==> config.mk <==
export PLATFORM = sky130hd
export DESIGN_NAME = multi_code_counter
export DESIGN_NICKNAME = d
export VERILOG_FILES = /design/src/rtl/multi_code_counter_pkg.sv /design/src/rtl/multi_code_counter_bcd_digit_step.sv /design/src/rtl/multi_code_counter.sv
export SDC_FILE = /design/constraint.sdc
export NUM_CORES = 1
export LEC_CHECK = 0
export BUFFER_PORTS_ARGS = -buffer_cell sky130_fd_sc_hd__buf_4
export CORE_MARGIN = 10
export CORE_UTILIZATION = 50
export CTS_CLUSTER_SIZE = 40
export DETAILED_ROUTE_END_ITERATION = 8
export GPL_TIMING_DRIVEN = 0
export PLACE_DENSITY = 0.75
export SETUP_SLACK_MARGIN = 0.02
export SLEW_MARGIN = 30
export SYNTH_ARGS = -nofsm -noshare
export SYNTH_HDL_FRONTEND = slang
export SYNTH_HIERARCHICAL = 1
export SYNTH_SLANG_ARGS = --single-unit
==> constraint.sdc <==
create_clock -name clk -period 2.1 [get_ports clk]
set_input_delay 0.42 -clock clk [delete_from_list [all_inputs] [get_ports clk]]
set_output_delay 0.42 -clock clk [all_outputs]
set_load 0.005 [all_outputs]
==> src/rtl/multi_code_counter_pkg.sv <==
// Shared definitions for the multi-code counter family: output-code selectors
// and the BCD load sanitiser.
package multi_code_counter_pkg;

  localparam logic [1:0] MODE_BIN  = 2'b00;
  localparam logic [1:0] MODE_GRAY = 2'b01;
  localparam logic [1:0] MODE_BCD  = 2'b10;
  localparam logic [1:0] MODE_HOLD = 2'b11;

  // Nibbles that are not valid decimal digits are forced to zero.
  function automatic logic [3:0] bcd_digit_clamp(input logic [3:0] digit);
    return (digit > 4'd9) ? 4'd0 : digit;
  endfunction

endpackage

==> src/rtl/multi_code_counter_bcd_digit_step.sv <==
// One decimal digit of the BCD chain: steps by one when carry_in is set,
// 9->0 going up and 0->9 going down, reporting carry/borrow to the next digit.
module bcd_digit_step (
  input  logic [3:0] digit,
  input  logic       up,
  input  logic       carry_in,
  output logic [3:0] digit_next,
  output logic       carry_out
);

  always_comb begin
    digit_next = digit;
    carry_out  = 1'b0;
    if (carry_in) begin
      if (up) begin
        if (digit >= 4'd9) begin
          digit_next = 4'd0;
          carry_out  = 1'b1;
        end else begin
          digit_next = digit + 4'd1;
        end
      end else begin
        if (digit == 4'd0) begin
          digit_next = 4'd9;
          carry_out  = 1'b1;
        end else begin
          digit_next = digit - 4'd1;
        end
      end
    end
  end

endmodule

==> src/rtl/multi_code_counter.sv <==
// Up/down counter with run-time selectable output code (binary, Gray, packed BCD),
// synchronous load and a registered one-cycle wrap flag.
module multi_code_counter
  import multi_code_counter_pkg::*;
#(
  parameter int WIDTH = 4
) (
  input  logic             clk,
  input  logic             reset,
  input  logic [1:0]       mode,
  input  logic             enable,
  input  logic             up,
  input  logic             load,
  input  logic [WIDTH-1:0] load_value,
  output logic [WIDTH-1:0] counter,
  output logic             out_flag
);

  localparam logic BCD_OK = (WIDTH % 4 == 0);
  localparam int   NDIG   = (WIDTH / 4 > 0) ? (WIDTH / 4) : 1;

  logic [1:0]       mode_reg;
  logic [WIDTH-1:0] cnt_reg, cnt_next;
  logic [WIDTH-1:0] counter_reg, counter_next;
  logic             flag_reg, flag_next;

  logic [WIDTH-1:0] bin_step, bcd_step, bcd_load;
  logic             bin_wrap, bcd_wrap;
  logic             is_bcd, hold_mode;

  assign bin_step = up ? (cnt_reg + WIDTH'(1)) : (cnt_reg - WIDTH'(1));
  assign bin_wrap = up ? (cnt_reg == {WIDTH{1'b1}}) : (cnt_reg == '0);

  // Decimal chain: digit 0 always receives the step, higher digits ripple.
  generate
    if (BCD_OK) begin : g_bcd
      logic [NDIG:0] carry;
      assign carry[0] = 1'b1;
      for (genvar gi = 0; gi < NDIG; gi++) begin : g_digit
        bcd_digit_step u_step (
          .digit     (cnt_reg[4*gi +: 4]),
          .up        (up),
          .carry_in  (carry[gi]),
          .digit_next(bcd_step[4*gi +: 4]),
          .carry_out (carry[gi+1])
        );
        assign bcd_load[4*gi +: 4] = bcd_digit_clamp(load_value[4*gi +: 4]);
      end
      assign bcd_wrap = carry[NDIG];
    end else begin : g_no_bcd
      assign bcd_step = cnt_reg;
      assign bcd_load = load_value;
      assign bcd_wrap = 1'b0;
    end
  endgenerate

  assign is_bcd    = (mode_reg == MODE_BCD);
  assign hold_mode = (mode_reg == MODE_HOLD) || (is_bcd && !BCD_OK);

  always_comb begin
    cnt_next  = cnt_reg;
    flag_next = 1'b0;
    if (mode != mode_reg) begin
      cnt_next = '0;
    end else if (!hold_mode) begin
      if (load) begin
        cnt_next = is_bcd ? bcd_load : load_value;
      end else if (enable) begin
        cnt_next  = is_bcd ? bcd_step : bin_step;
        flag_next = is_bcd ? bcd_wrap : bin_wrap;
      end
    end
  end

  // Encode from the incoming mode; on a mode change cnt_next is zero, so the code is zero too.
  always_comb begin
    counter_next = cnt_next;
    if (mode == MODE_GRAY) begin
      counter_next = cnt_next ^ (cnt_next >> 1);
    end
  end

  always_ff @(posedge clk or negedge reset) begin
    if (!reset) begin
      mode_reg    <= MODE_BIN;
      cnt_reg     <= '0;
      counter_reg <= '0;
      flag_reg    <= 1'b0;
    end else begin
      mode_reg    <= mode;
      cnt_reg     <= cnt_next;
      counter_reg <= counter_next;
      flag_reg    <= flag_next;
    end
  end

  assign counter  = counter_reg;
  assign out_flag = flag_reg;

endmodule

==> run_results.csv <==
group,metric,value,unit
run_status,status,"finished with violations",
run_status,violations,"setup timing",
critical_path,crit_type,"reg -> reg",
route,wire_per_inst,15.62,um
final_layout,fin_nets,170,
final_layout,largest_register_ffs,4,
clock_network,htreeDepth,1,
logic_synthesis,ys_async_sr_fraction,100.0,%
hold_path,hp-class,"in -> reg",
timing,slew_viol_final,0,
final_layout,antennaDiodeCount,0,
final_layout,multi_input_area,739.5,um^2
placed_design,hpwl,1.899,mm
timing,rsz0062_at_grt,"yes",
hold_path,min_path_cells,1,
clock_network,cts_tree,"done",
grt,grt_start_max_net_pins,13,
final_layout,area_delta_synth_final,32.52,%
logic_synthesis,ys.flop_type,"dfrtp_1",
logic_synthesis,ys_seq_elements,10,
grt,grt.overflow.total,0,
critical_path,rr_worst_depth,10,
final_layout,utilization,69.39,%
clock_network,cts_buffers,3,
critical_path,end_kind,"register",
critical_path,slowest_delay,0.45,ns
logic_synthesis,synth.net_count,139,
critical_path,r2r-start,"cnt_reg[0]",
power_and_ir_drop,leakage,0.6124,nW
critical_path,crit_buf_inv,1,
critical_path,path_max_fanout,3,
clock_network,clockBufferDepth,2,
logic_synthesis,ys_top_cells_by_area,"dfrtp_1 24%, ha_1 7.3%, xor2_1 4.3%, a21oi_1 3.9%, inv_1 3.3%",
timing,hold_viol,0,
route,dr.pass1.iters,4,
timing,slew_headroom,67.96,%
floorplan,dieHeight,65.33,um
logic_synthesis,yosysTopAreaCell,"dfrtp_1",
timing,period_needed,2.166,ns
timing,period_share,103.1,%
clock_network,cts-root-buf,"clkbuf_4",
placed_design,placed_cell_area,0.001169,mm^2
floorplan,design.core.area,0.001962,mm^2
route,wirelength,2.781,mm
logic_synthesis,syn_inst,121,
logic_synthesis,synth-edff-count,0,
hold_path,hold_end,"mode_reg[0]",
critical_path,slowest_stage,"dfrtp_2",
route,vias,1047,
logic_synthesis,ys_seq_area_share,24.36,%
final_layout,drive_gt1_share,39.07,%
critical_path,crit_chain,"inv_4 > ha_4 > or3b_4 > a21boi_4 > a221o_1 > o21ai_1 > o211ai_1 > o2111a_2 > nand2_2 > xnor2_1",
grt,grt_pass1_vias,1007,
timing,finalClockSkew,0.003404,ns
floorplan,dieArea,0.004267,mm^2
route,drc,0,
route,routed_via_density,5.882,
logic_synthesis,netlist_area,0.001027,mm^2
timing,worst_pin_slew,0.4685,ns
floorplan,dieWidth,65.33,um
power_and_ir_drop,vdd_drop_max,260.6,uV
flow_run,drv_cap,0,
power_and_ir_drop,power_density,488.7,mW/mm^2
grt,grt_pass1_wl,4.809,mm
placed_design,io_buffer_count,14,
critical_path,cp.arrival,2.32,ns
grt,grt_util_all_layers,13.65,%
critical_path,crit_family,"compound AO/OA/AOI/OAI gates",
hold_path,hold_start,"mode[0]",
timing,setup_viol,2,
timing,worst_slack,-0.06611,ns
floorplan,io_pins,16,
clock_network,clk_latency,0.26,ns
logic_synthesis,synth_top_area_share,24.36,%
route,drtAntennaViolNets,0,
placed_design,gp_congestion,0.8451,
critical_path,start_kind,"register",
grt,antenna_found_initial,0,
logic_synthesis,yosysWarnings,6,
critical_path,critPathRequiredTime,2.25,ns
logic_synthesis,avgSynthCellArea,8.490,um^2
floorplan,start_util,52.36,%
floorplan,num_rows,16,
critical_path,rrSetupSlack,-0.07,ns
power_and_ir_drop,power,0.6653,mW
timing,max_clock_freq,461.7,MHz
route,drt_iter0_drc,42,
clock_network,clkTransAtPathRegs,0.07,ns
final_layout,register_area,254.0,um^2
final_layout,final_cell_area,0.001361,mm^2
final_layout,num-fill-cells,169,
critical_path,reg2reg_to,"counter[1]",
clock_network,cts_sinks,10,
logic_synthesis,ys_types,49,
[worst max path at each step]
stage / cells past startpoint / slack, ns / start / end
finish: 10 / -0.07 / cnt_reg[0] / counter[1]
CTS: 10 / -0.08 / cnt_reg[0] / counter[1]
floorplan: 10 / 0.02 / cnt_reg[0] / counter[1]
global placement: 10 / -0.26 / cnt_reg[0] / counter[1]
detailed placement: 10 / -0.32 / cnt_reg[0] / counter[1]
global route: 10 / -0.16 / cnt_reg[1] / counter[0]
[cells in the mapped netlist, drive strengths merged, types with 2 or more instances]
master / instances
nand3b: 2
nor2: 8
mux2i: 3
a31oi: 2
xnor2: 2
a31o: 2
dfrtp: 10
nand3: 3
a221o: 2
and3: 2
inv: 9
ha: 6
o21ai: 8
buf: 6
a21oi: 9
nand2: 9
nor2b: 3
o31ai: 2
nand2b: 3
xor2: 5
o211ai: 3
a2111oi: 2
[cell type report]
cell class / instances / area share (%)
plain buffers: 7 / 3.952
clock buffers: 4 / 2.665
inverters: 9 / 2.849
multi-input cells: 95 / 54.32
flip-flops and latches: 10 / 18.66
well taps: 27 / 2.482
repair buffers: 26 / 15.07
[report_power, final]
| part | internal, mW | switching (mW) |
|---|---|---|
| clock | 0.105 | 0.0658 |
| combinational | 0.138 | 0.136 |
| sequential | 0.207 | 0.0137 |
[logic make-up after synthesis]
logic type	after synthesis	share of synthesized area, %
AO/OA/AOI/OAI	39	27.04
AND/OR/NAND/NOR	38	21.56
buffers and inverters	16	8.525
flip-flops	10	24.36
adder cells (fa/ha/maj)	7	9.257
XOR/XNOR	7	5.968
multiplexers	3	2.923
other	1	0.3651
[metal layers]
metal	GRT usage [%]	wire length [um]
met1	17.48	1205
met3	2.881	192
met4	4.813	53
met5	0	0
met2	21.95	1329
[stage by stage]
stage | TNS (ns) | setup WS [ns] | hold WS [ns] | instances
floorplan | 0 | 0.01629 | 0.1244 | 121
finish | -0.1219 | -0.06611 | 0.2791 | 178
global route | -0.3806 | -0.1583 | 0.2680 | 178
global placement | -0.7365 | -0.2576 | 0.2476 | 162
CTS | -0.1177 | -0.07638 | 0.2692 | 174
detailed placement | -1.015 | -0.3215 | 0.2509 | 162
[what timing repair did]
action                     CTS  global route
setup endpoints to repair    5             6
setup buffers                7             4
resized for setup           11             5
pin swaps                   11             8
hold endpoints to repair    10             0
hold buffers                 1             0
[cell usage in the layout, fill, tap and decap left out, drive strengths merged, types with 2 or more instances in the layout]
| cell | synthesis | final |
|---|---|---|
| buf | 6 | 31 |
| dfrtp | 10 | 10 |
| nand2 | 9 | 9 |
| inv | 9 | 9 |
| a21oi | 9 | 9 |
| nor2 | 8 | 8 |
| o21ai | 8 | 8 |
| ha | 6 | 6 |
| xor2 | 5 | 5 |
| clkbuf | 1 | 5 |
| o211ai | 3 | 3 |
| mux2i | 3 | 3 |
| nand3 | 3 | 3 |
| nor2b | 3 | 3 |
| nand2b | 3 | 3 |
| a221o | 2 | 2 |
| xnor2 | 2 | 2 |
| and3 | 2 | 2 |
| o31ai | 2 | 2 |
| a31oi | 2 | 2 |
| nand3b | 2 | 2 |
| a2111oi | 2 | 2 |
| a31o | 2 | 2 |
Note: power is estimated with default switching activity, not from simulation.
